`src/rtl/hazard_fwd_ctrl.sv`:
```
// -----------------------------------------------------------------------------
// hazard_fwd_ctrl
//   Hazard and forwarding controller for the 5-stage core. It drives the EX
//   operand mux selects, generates stall/flush controls for load-use,
//   taken-branch and multi-cycle mul/div cases, and owns the mul/div wait FSM
//   with its start/abort handshake, timeout, sticky error flag and a
//   saturating stall-cycle counter.
//
// Ports
//   clk, rstn                      clock (rising edge), async active-low reset
//   rs1_d, rs2_d, use_rs1_d/rs2_d  ID-stage sources and their read enables
//   rs1_e, rs2_e, rd_e             EX-stage sources / destination
//   regwrite_e, memread_e          EX writes rd / EX is a load
//   md_req_e, md_done              EX is an unfinished mul/div / result valid
//   branch_taken_e                 redirect resolved in EX
//   rd_m, regwrite_m               MEM-stage destination / write enable
//   rd_w, regwrite_w               WB-stage destination / write enable
//   fwd_a_e, fwd_b_e               00 regfile, 01 WB result, 10 MEM result
//   stall_f, stall_d, stall_e      hold PC / IF-ID / ID-EX
//   flush_d, flush_e, flush_m      bubble into IF-ID / ID-EX / EX-MEM
//   md_go, md_abort                one-cycle start / abort pulses
//   md_err                         sticky mul/div timeout flag
//   stall_cnt                      saturating count of cycles with stall_f=1
//
// State table
//   state   | meaning
//   ST_RUN  | normal flow: forwarding, load-use and branch handling
//   ST_WAIT | pipeline frozen waiting for md_done or timeout
// -----------------------------------------------------------------------------
module hazard_fwd_ctrl #(
    parameter int unsigned MD_TIMEOUT = 64,
    parameter int unsigned CNT_W      = 32
) (
    input  logic             clk,
    input  logic             rstn,
    input  logic [4:0]       rs1_d,
    input  logic [4:0]       rs2_d,
    input  logic             use_rs1_d,
    input  logic             use_rs2_d,
    input  logic [4:0]       rs1_e,
    input  logic [4:0]       rs2_e,
    input  logic [4:0]       rd_e,
    input  logic             regwrite_e,
    input  logic             memread_e,
    input  logic             md_req_e,
    input  logic             md_done,
    input  logic             branch_taken_e,
    input  logic [4:0]       rd_m,
    input  logic             regwrite_m,
    input  logic [4:0]       rd_w,
    input  logic             regwrite_w,
    output logic [1:0]       fwd_a_e,
    output logic [1:0]       fwd_b_e,
    output logic             stall_f,
    output logic             stall_d,
    output logic             stall_e,
    output logic             flush_d,
    output logic             flush_e,
    output logic             flush_m,
    output logic             md_go,
    output logic             md_abort,
    output logic             md_err,
    output logic [CNT_W-1:0] stall_cnt
);

    typedef enum logic {
        ST_RUN  = 1'b0,
        ST_WAIT = 1'b1
    } state_t;

    localparam logic [15:0] TMO_LAST = 16'(MD_TIMEOUT - 1);

    state_t      state, state_nx;
    logic [15:0] wait_cnt, wait_nx;

    logic [1:0]  fwd_a_c, fwd_b_c;
    logic        lu;
    logic        stall_f_c, stall_d_c, stall_e_c;
    logic        flush_d_c, flush_e_c, flush_m_c;
    logic        md_go_c, md_abort_c;

    // A load always writes its destination, so regwrite_e adds nothing to
    // the load-use test.
    logic unused_regwrite_e;
    assign unused_regwrite_e = regwrite_e;

    // MEM result is younger than WB, so it wins; x0 is hardwired zero.
    always_comb begin
        fwd_a_c = 2'b00;
        if (regwrite_m && (rd_m != 5'd0) && (rd_m == rs1_e))
            fwd_a_c = 2'b10;
        else if (regwrite_w && (rd_w != 5'd0) && (rd_w == rs1_e))
            fwd_a_c = 2'b01;

        fwd_b_c = 2'b00;
        if (regwrite_m && (rd_m != 5'd0) && (rd_m == rs2_e))
            fwd_b_c = 2'b10;
        else if (regwrite_w && (rd_w != 5'd0) && (rd_w == rs2_e))
            fwd_b_c = 2'b01;
    end

    assign lu = memread_e && (rd_e != 5'd0) &&
                ((use_rs1_d && (rd_e == rs1_d)) || (use_rs2_d && (rd_e == rs2_d)));

    always_ff @(posedge clk or negedge rstn) begin
        if (!rstn) begin
            state    <= ST_RUN;
            wait_cnt <= 16'd0;
        end else begin
            state    <= state_nx;
            wait_cnt <= wait_nx;
        end
    end

    always_comb begin
        state_nx   = state;
        wait_nx    = wait_cnt;
        stall_f_c  = 1'b0;
        stall_d_c  = 1'b0;
        stall_e_c  = 1'b0;
        flush_d_c  = 1'b0;
        flush_e_c  = 1'b0;
        flush_m_c  = 1'b0;
        md_go_c    = 1'b0;
        md_abort_c = 1'b0;

        case (state)
            ST_RUN: begin
                if (md_req_e && !md_done) begin
                    stall_f_c = 1'b1;
                    stall_d_c = 1'b1;
                    stall_e_c = 1'b1;
                    flush_m_c = 1'b1;
                    md_go_c   = 1'b1;
                    state_nx  = ST_WAIT;
                    wait_nx   = 16'd0;
                end else if (branch_taken_e) begin
                    // The ID instruction is squashed, so a pending load-use
                    // hazard on it no longer matters.
                    flush_d_c = 1'b1;
                    flush_e_c = 1'b1;
                end else if (lu) begin
                    stall_f_c = 1'b1;
                    stall_d_c = 1'b1;
                    flush_e_c = 1'b1;
                end
            end
            ST_WAIT: begin
                // Branch and load-use are ignored: the pipeline is frozen.
                wait_nx = wait_cnt + 16'd1;
                if (md_done) begin
                    // Release in the done cycle so the result lands in EX-MEM.
                    state_nx = ST_RUN;
                end else if (wait_cnt == TMO_LAST) begin
                    // No valid result exists, keep bubbling EX-MEM.
                    md_abort_c = 1'b1;
                    flush_m_c  = 1'b1;
                    state_nx   = ST_RUN;
                end else begin
                    stall_f_c = 1'b1;
                    stall_d_c = 1'b1;
                    stall_e_c = 1'b1;
                    flush_m_c = 1'b1;
                end
            end
            default: begin
                state_nx = ST_RUN;
                wait_nx  = 16'd0;
            end
        endcase
    end

    // Outputs are forced quiet while reset is held, even though the RUN
    // decode would otherwise react to live inputs.
    assign fwd_a_e  = rstn ? fwd_a_c : 2'b00;
    assign fwd_b_e  = rstn ? fwd_b_c : 2'b00;
    assign stall_f  = rstn & stall_f_c;
    assign stall_d  = rstn & stall_d_c;
    assign stall_e  = rstn & stall_e_c;
    assign flush_d  = rstn & flush_d_c;
    assign flush_e  = rstn & flush_e_c;
    assign flush_m  = rstn & flush_m_c;
    assign md_go    = rstn & md_go_c;
    assign md_abort = rstn & md_abort_c;

    always_ff @(posedge clk or negedge rstn) begin
        if (!rstn) begin
            md_err    <= 1'b0;
            stall_cnt <= '0;
        end else begin
            if (md_abort_c)
                md_err <= 1'b1;
            if (stall_f_c && (stall_cnt != {CNT_W{1'b1}}))
                stall_cnt <= stall_cnt + CNT_W'(1);
        end
    end

endmodule

```
`config.mk`:
```
export PLATFORM = sky130hd
export DESIGN_NAME = hazard_fwd_ctrl
export DESIGN_NICKNAME = d
export VERILOG_FILES = /design/src/rtl/hazard_fwd_ctrl.sv
export SDC_FILE = /design/constraint.sdc
export NUM_CORES = 1
export LEC_CHECK = 0
export CAP_MARGIN = 15
export CORE_ASPECT_RATIO = 0.6
export CORE_MARGIN = 5
export CORE_UTILIZATION = 48
export CTS_BUF_LIST = sky130_fd_sc_hd__clkbuf_8
export CTS_CLUSTER_DIAMETER = 30
export DETAILED_ROUTE_END_ITERATION = 7
export HOLD_SLACK_MARGIN = 0.05
export PLACE_DENSITY = 0.94
export SYNTH_ARGS = -nofsm -noshare
export SYNTH_HDL_FRONTEND = slang
export SYNTH_SLANG_ARGS = --single-unit
```
`constraint.sdc`:
```
create_clock -name clk -period 2.22 [get_ports clk]
set_input_delay 0.444 -clock clk [delete_from_list [all_inputs] [get_ports clk]]
set_output_delay 0.444 -clock clk [all_outputs]
set_load 0.01 [all_outputs]
```
==> impl_metrics.env, run 1 <==
export IMPL_run_status="finished with violations"
export IMPL_failed_checks="setup timing"
export IMPL_avgRoutedWirePerCell_um=19.7
export IMPL_ys_types=42
export IMPL_drv_cap=0
export IMPL_vias_per_cell=5.83
export IMPL_num_rows=21
export IMPL_async_reset_ff_frac=1.00
export IMPL_hpwlAfterDp_um=6910
export IMPL_worst_slew_pin_slew_ns=0.460
export IMPL_vdd_ir_drop_worst_uv=270
export IMPL_coreArea_mm2=0.00565
export IMPL_setup_ws_ns=-0.187
export IMPL_insertion_delay_ns=0.32
export IMPL_top_layer_used="met4"
export IMPL_antenna_found_initial=0
export IMPL_dieArea_mm2=0.00759
export IMPL_cts_tree="built"
export IMPL_drive_gt1_frac=0.322
export IMPL_netlist_instances=284
export IMPL_start_util=0.502
export IMPL_relSlewSlack=0.691
export IMPL_ctsLongestPathBuffers=2
export IMPL_met2_wirelength_um=4920
export IMPL_start_kind="register"
export IMPL_place_congestion=0.958
export IMPL_cp_max_fo=3
export IMPL_cp_end_kind="output port"
export IMPL_clkTransAtPathRegs_ns=0.10
export IMPL_routed_wl_um=10100
export IMPL_mostFrequentLayoutCells="dfrtp_1, buf_4, clkdlybuf4s50_1, xnor2_1, nand3_1"
export IMPL_drtIter0Drc=250
export IMPL_grt_pass1_wl_um=15000
export IMPL_total_power_mw=2.44
export IMPL_ys_seq_elements=50
export IMPL_layout_commonest_cell="dfrtp_1"
export IMPL_cts_root_buffer="clkbuf_8"
export IMPL_max_clock_freq_mhz=415
export IMPL_hold_buffers=0
export IMPL_nets=479
export IMPL_clock_sinks=50
export IMPL_leakagePower_nw=2.03
export IMPL_io_pins=91
export IMPL_worstSetupStartpoint="wait_cnt[1]"
export IMPL_port_buffers=89
export IMPL_grtUsageTotal=0.252
export IMPL_finalMaxSlewViolations=0
export IMPL_fillers=327
export IMPL_htree_levels=2
export IMPL_grt_max_degree=30
export IMPL_fin_crit_sh=1.08
export IMPL_dr_total_vias=2985
export IMPL_cp_arrival_ns=1.96
export IMPL_grt_overflow=0
export IMPL_die_x_um=109
export IMPL_postSynthAreaPerCell_um2=9.98
export IMPL_grt_pass1_vias=2992
export IMPL_hold_viol=0
export IMPL_crit_type="register to output port"
export IMPL_drtAntennaViolNets=0
export IMPL_seq_area_frac_synth=0.441
export IMPL_fin_setup_tns_ns=-0.931
export IMPL_fin_hold_ws_ns=0.347
export IMPL_power_per_cell_area_mw_per_mm2=543
export IMPL_finClkSkew_ns=0.00956
export IMPL_cts_inserted_buffers=5
export IMPL_route_met3_wl_um=873
export IMPL_place_area_mm2=0.00415
export IMPL_chipHeight_um=69.5
export IMPL_synth_top_flop_cell="dfrtp_1"
export IMPL_diodes=0
export IMPL_setup_viol=13
export IMPL_period_needed_ns=2.41
export IMPL_ys_warn_count=0
export IMPL_final_area_mm2=0.00450
export IMPL_wl_met1_um=3960
export IMPL_synthesis_area_mm2=0.00284
export IMPL_reg2reg_from="wait_cnt[1]"
export IMPL_rsz0062_at_grt="yes"
export IMPL_hold_class="input pin to asynchronous set/reset pin"
export IMPL_synth_edff_count=0
export IMPL_drt_pass1_iter_count=5
export IMPL_crit_required_ns=1.78
export IMPL_drc=0
export IMPL_syn2layout_area_growth_pct=58.6
export IMPL_fin_util=0.796
export IMPL_syn_nets=332
[repair_timing]
item / in CTS / in global routing
endpoints found under the setup margin: 35 / 33
pin swaps: 18 / 31
gates resized for setup: 130 / 47
gates cloned: 0 / 0
setup buffers: 5 / 6
[layer usage]
layer / GRT usage / vias up
met4: 0.0705 / 0
met2: 0.414 / 178
met5: 0 / -
li1: - / 1331
met3: 0.0567 / 42
met1: 0.332 / 1434
[path summary, 6_finish.rpt]
check	end	slack, ns	depth (start not counted)
min reg2reg	md_err	0.49	2
max in group asynchronous	wait_cnt[14]	1.57	3
max reg2reg	stall_cnt[16]	-0.10	12
max	stall_d	-0.19	8
min	stall_cnt[5]	0.35	3
min in group clk	md_err	0.49	2
[metrics by stage]
step	setup WS (ns)	cells
finish	-0.187	512
global route	-0.287	512
CTS	-0.156	508
detailed placement	-0.942	496
global placement	-0.823	496
floorplan	0.0901	284
[where the power goes]
group | internal, mW | switching [mW] | total [mW]
Clock | 0.336 | 0.332 | 0.668
Sequential | 0.981 | 0.0670 | 1.05
Combinational | 0.386 | 0.341 | 0.728
[sequential cells by signal, indices dropped and copies added (netlist names)]
register / cells
stall_cnt: 32
wait_cnt: 16
md_err: 1
state: 1
[critical path: stages, from the launching register on]
cell	delay [ns]
dfrtp_1	0.37
ha_2	0.19
and4bb_2	0.23
nand4b_1	0.17
a21bo_4	0.26
buf_6	0.11
a21oi_4	0.12
nor2_2	0.06
buf_2	0.14
[cell type report]
type | count | area, um2 | area share
clock buffers | 5 | 68.8 | 0.0153
clock inverters | 3 | 45.0 | 0.0100
inverters | 8 | 30.0 | 0.00668
multi-input cells | 222 | 1740 | 0.388
flip-flops and latches | 50 | 1250 | 0.278
well taps | 80 | 100 | 0.0223
repair buffers | 144 | 1260 | 0.280
[cell usage after synthesis, types with 2 or more instances]
cell type / n / share of area
dfrtp_1: 50 / 0.44
nand2_1: 22 / 0.029
nor3_1: 2 / 0.0035
o31ai_1: 3 / 0.0079
nand3_2: 2 / 0.0071
o21ai_1: 2 / 0.0035
nand3_1: 33 / 0.058
and2_1: 3 / 0.0066
o211ai_1: 3 / 0.0079
xnor2_1: 42 / 0.13
and3_1: 8 / 0.018
a21oi_1: 2 / 0.0035
or4_1: 5 / 0.013
xor2_1: 18 / 0.056
nor2_2: 2 / 0.0044
nor4_1: 6 / 0.013
nor4_2: 4 / 0.018
nor2_1: 12 / 0.016
inv_1: 8 / 0.011
nand4_1: 22 / 0.049
ha_1: 2 / 0.0088
o21ai_0: 13 / 0.023
[logic make-up after synthesis]
| kind of cell | Yosys count | synth area share |
|---|---|---|
| mux | 2 | 0.00750 |
| simple gates | 130 | 0.271 |
| buf+inv | 12 | 0.0203 |
| xor+xnor | 60 | 0.185 |
| flops | 50 | 0.441 |
| compound gates | 28 | 0.0662 |
| fa+ha+maj | 2 | 0.00882 |
(Power assumes the default switching activity.)
==> run 2: changes to the inputs <==
CELL_PAD_IN_SITES_DETAIL_PLACEMENT = 1   (was default)
CELL_PAD_IN_SITES_GLOBAL_PLACEMENT = 2   (was default)
CORE_UTILIZATION = 29   (was 48)
==> impl_metrics.env, run 2 (same netlist as run 1, synthesis figures left out) <==
export IMPL_run_status="finished with violations"
export IMPL_failed_checks="setup timing"
export IMPL_hold_class="input pin to asynchronous set/reset pin"
export IMPL_crit_type="register to output port"
export IMPL_cp_end_kind="output port"
export IMPL_drv_cap=0
export IMPL_grtUsageTotal=0.164
export IMPL_dieArea_mm2=0.0119
export IMPL_r2r_end="stall_cnt[17]"
export IMPL_r2r_setup_slack_ns=0.06
export IMPL_dr_total_vias=2719
export IMPL_cts_inserted_buffers=5
export IMPL_reg_top3="stall_cnt (32), wait_cnt (16)"
export IMPL_hold_viol=0
export IMPL_routed_wl_um=9410
export IMPL_largest_reg_flops=32
export IMPL_hpwlAfterDp_um=7500
export IMPL_reg2reg_depth=10
export IMPL_place_congestion=0.836
export IMPL_relSlewSlack=0.708
export IMPL_total_power_mw=2.43
export IMPL_max_clock_freq_mhz=440
export IMPL_period_needed_ns=2.27
export IMPL_fillers=1074
export IMPL_multiInputGateArea_mm2=0.00167
export IMPL_io_pins=91
export IMPL_mostFrequentLayoutCells="buf_4, dfrtp_1, xnor2_1, clkdlybuf4s50_1, nand3_1"
export IMPL_drive_gt1_frac=0.279
export IMPL_finClkSkew_ns=0.00873
export IMPL_grt_pass1_wl_um=15400
export IMPL_insertion_delay_ns=0.31
export IMPL_avgRoutedWirePerCell_um=16.7
export IMPL_clkTransAtPathRegs_ns=0.09
export IMPL_antenna_found_initial=0
export IMPL_power_per_cell_area_mw_per_mm2=547
export IMPL_htree_levels=2
export IMPL_drtIter0Drc=102
export IMPL_crit_required_ns=1.78
export IMPL_dp_cells=551
export IMPL_clock_sinks=50
export IMPL_hold_buffers=0
export IMPL_syn2layout_area_growth_pct=56.5
export IMPL_grt_overflow=0
export IMPL_worst_slew_pin_slew_ns=0.435
export IMPL_leakagePower_nw=1.93
export IMPL_nets=480
export IMPL_chipHeight_um=86.6
export IMPL_finalMaxSlewViolations=0
export IMPL_regMostFlops="stall_cnt"
export IMPL_ctsLongestPathBuffers=2
export IMPL_layout_commonest_cell="buf_4"
export IMPL_die_x_um=138
export IMPL_vias_per_cell=4.83
export IMPL_drc=0
export IMPL_start_util=0.303
export IMPL_cp_max_fo=3
export IMPL_num_rows=27
export IMPL_vdd_ir_drop_worst_uv=301
export IMPL_regArea_mm2=0.00125
export IMPL_diodes=0
export IMPL_start_kind="register"
export IMPL_rsz0062_at_grt="yes"
export IMPL_coreArea_mm2=0.00936
export IMPL_setup_ws_ns=-0.0523
export IMPL_layout_cells_non_filler=563
export IMPL_worstSetupStartpoint="wait_cnt[1]"
export IMPL_setup_viol=6
export IMPL_grt_max_degree=33
export IMPL_cp_arrival_ns=1.83
export IMPL_reg2reg_from="wait_cnt[1]"
export IMPL_cts_root_buffer="clkbuf_8"
export IMPL_drtAntennaViolNets=0
export IMPL_grt_pass1_vias=3009
export IMPL_port_buffers=89
export IMPL_cts_tree="built"
export IMPL_fin_crit_sh=1.02
export IMPL_drt_pass1_iter_count=4
## run 2: changes by cell type in the layout (fill, tap and decap cells not counted), moves of 4 or more
cell / delta
dlygate4sd2_1: +9
dlymetal6s2s_1: -9
nand2_1: +4
nand2_2: -4
nand3_1: +5
nand3_2: -5
xnor2_1: +5
xnor2_2: -5
## run 2: where the power goes
group / total, mW / switching [mW] / internal [mW]
Combinational: 0.758 / 0.365 / 0.393
Clock: 0.644 / 0.315 / 0.329
Sequential: 1.02 / 0.0433 / 0.981
Total: 2.43 / 0.723 / 1.70
## run 2: what timing repair did
action,in CTS,in global routing
buffers inserted,2,2
endpoints found under the setup margin,39,12
resized for setup,141,14
pin swaps,31,11
hold endpoints to repair,0,0
gates cloned,0,1
## run 2: final cells by class
cell class,count,area share
Clock buffer,5,0.0155
Timing Repair Buffer,144,0.275
Clock inverter,3,0.00846
Inverter,8,0.00677
Tap cell,130,0.0367
Multi-Input combinational cell,223,0.376
Sequential cell,50,0.282
## run 2: routing by layer
metal | part of all wire | routed length, um | GRT usage
met4 | 0.010 | 95 | 0.0362
met5 | 0 | 0 | 0
met1 | 0.49 | 4600 | 0.227
met2 | 0.45 | 4240 | 0.260
met3 | 0.051 | 479 | 0.0400
## run 2: worst max-delay path by stage
stage | endpoint | slack, ns
global placement | fwd_b_e[0] | -0.86
detailed placement | fwd_a_e[0] | -1.07
finish | stall_f | -0.05
floorplan | fwd_a_e[0] | 0.09
global route | stall_f | -0.16
CTS | fwd_b_e[0] | -0.06
## run 2: per-stage QoR
step           hold WS (ns)  setup WS [ns]  TNS [ns]  cell area (um2)  utilization
4_1_cts               0.134        -0.0593    -0.237             4390        0.469
6_report              0.137        -0.0523    -0.156             4440        0.474
3_5_place_dp          0.466          -1.07    -18.28             4250        0.454
5_1_grt               0.136         -0.155    -0.773             4440        0.474
3_3_place_gp          0.456         -0.865    -15.23             4250        0.454
2_1_floorplan         0.148         0.0901         0             2840            -
## run 2: worst max-delay path: stages, from the launching register on
cell      delay [ns]
dfrtp_1         0.37
ha_2            0.19
and4bb_2        0.22
nand4b_1        0.16
a21bo_4         0.28
a21oi_4         0.13
nor2_2          0.05
buf_2           0.13
==> run 3: changes to the inputs <==
clock period = 2.3 ns   (was 2.22 ns; I/O delays follow)
==> impl_metrics.env, run 3 (same netlist as run 1, synthesis figures left out) <==
export IMPL_hold_class="input pin to asynchronous set/reset pin"
export IMPL_crit_type="input pin to output port"
export IMPL_regArea_mm2=0.00125
export IMPL_die_x_um=138
export IMPL_fin_util=0.467
export IMPL_drv_cap=0
export IMPL_reg_top3="stall_cnt (32), wait_cnt (16)"
export IMPL_mostFrequentLayoutCells="dfrtp_1, clkdlybuf4s50_1, xnor2_1, buf_4, nand3_1"
export IMPL_chipHeight_um=86.6
export IMPL_period_needed_ns=2.37
export IMPL_cts_root_buffer="clkbuf_8"
export IMPL_crit_required_ns=1.84
export IMPL_clock_sinks=50
export IMPL_grt_pass1_wl_um=15200
export IMPL_power_per_cell_area_mw_per_mm2=512
export IMPL_failed_checks="setup timing"
export IMPL_leakagePower_nw=1.88
export IMPL_ctsLongestPathBuffers=2
export IMPL_vias_per_cell=4.97
export IMPL_setup_ws_ns=-0.0657
export IMPL_r2r_setup_slack_ns=0.14
export IMPL_hold_viol=0
export IMPL_avgRoutedWirePerCell_um=16.8
export IMPL_clkTransAtPathRegs_ns=0.10
export IMPL_grtUsageTotal=0.161
export IMPL_finalMaxSlewViolations=0
export IMPL_hold_buffers=0
export IMPL_htree_levels=2
export IMPL_cp_max_fo=2
export IMPL_layout_commonest_cell="dfrtp_1"
export IMPL_coreArea_mm2=0.00936
export IMPL_drtIter0Drc=91
export IMPL_syn2layout_area_growth_pct=54.3
export IMPL_io_pins=91
export IMPL_pre_cts_ws_ns=-1.03
export IMPL_relSlewSlack=0.609
export IMPL_drive_gt1_frac=0.248
export IMPL_port_buffers=89
export IMPL_dr_total_vias=2755
export IMPL_place_congestion=0.858
export IMPL_insertion_delay_ns=0.31
export IMPL_routed_wl_um=9320
export IMPL_drtAntennaViolNets=0
export IMPL_cp_arrival_ns=1.91
export IMPL_setup_viol=3
export IMPL_fin_hold_ws_ns=0.124
export IMPL_fin_crit_sh=1.03
export IMPL_grt_max_degree=45
export IMPL_largest_reg_flops=32
export IMPL_drc=0
export IMPL_antenna_found_initial=0
export IMPL_multiInputGateArea_mm2=0.00164
export IMPL_start_kind="input pin"
export IMPL_fillers=1079
export IMPL_cts_tree="built"
export IMPL_grt_pass1_vias=2999
export IMPL_num_rows=27
export IMPL_nets=471
export IMPL_hpwlAfterDp_um=7350
export IMPL_drt_pass1_iter_count=4
export IMPL_regMostFlops="stall_cnt"
export IMPL_cts_inserted_buffers=5
export IMPL_run_status="finished with violations"
export IMPL_reg2reg_depth=10
export IMPL_finClkSkew_ns=0.0151
export IMPL_rsz0062_at_grt="yes"
export IMPL_start_util=0.303
export IMPL_dieArea_mm2=0.0119
export IMPL_cp_end_kind="output port"
export IMPL_grt_overflow=0
export IMPL_vdd_ir_drop_worst_uv=246
export IMPL_worst_slew_pin_slew_ns=0.587
export IMPL_max_clock_freq_mhz=423
export IMPL_diodes=0
-- run 3: per-stage QoR --
stage	TNS, ns	cells	cell area, um2	total power [mW]
2_1_floorplan	0	284	2840	1.27
3_3_place_gp	-13.51	541	4170	1.65
3_5_place_dp	-16.53	541	4170	1.68
4_1_cts	-0.109	553	4320	2.24
5_1_grt	-0.536	554	4370	2.37
6_report	-0.0755	554	4370	2.24
-- run 3: critical path, stage by stage --
cell             delay, ns
clkdlybuf4s15_2       0.20
or4_4                 0.12
o211ai_1              0.12
or4_1                 0.49
nor4_2                0.32
buf_2                 0.19
-- run 3: report_power, final --
part | total, mW | switching (mW) | internal [mW]
clock | 0.541 | 0.302 | 0.239
combinational | 0.686 | 0.320 | 0.366
sequential | 1.01 | 0.0663 | 0.947
total | 2.24 | 0.688 | 1.55
-- run 3: final timing paths --
check                             from       endpoint
hold / removal                    rstn          state
max in group asynchronous         rstn  stall_cnt[16]
setup / recovery               rd_w[1]     fwd_b_e[0]
hold reg to reg                 md_err         md_err
setup reg to reg           wait_cnt[1]  stall_cnt[17]
min in group clk                md_err         md_err
-- run 3: area by class of cell --
| type | instances | area share |
|---|---|---|
| clock inverter | 2 | 0.00200 |
| timing repair buffer | 136 | 0.274 |
| clock buffer | 6 | 0.0189 |
| multi-input combinational | 222 | 0.375 |
| sequential | 50 | 0.286 |
| tap | 130 | 0.0372 |
| inverter | 8 | 0.00686 |
-- run 3: per-layer routing --
metal / vias to the layer above / GRT usage / wire [um]
li1: 1302 / - / -
met1: 1376 / 0.219 / 4430
met2: 69 / 0.258 / 4330
met3: 8 / 0.0389 / 444
met4: 0 / 0.0408 / 114
met5: - / 0 / 0
-- run 3: repair_timing --
item,in CTS,in global routing
gates cloned,0,0
gates resized for setup,125,10
setup endpoints to repair,30,29
pin swaps,28,11
buffers inserted,4,3
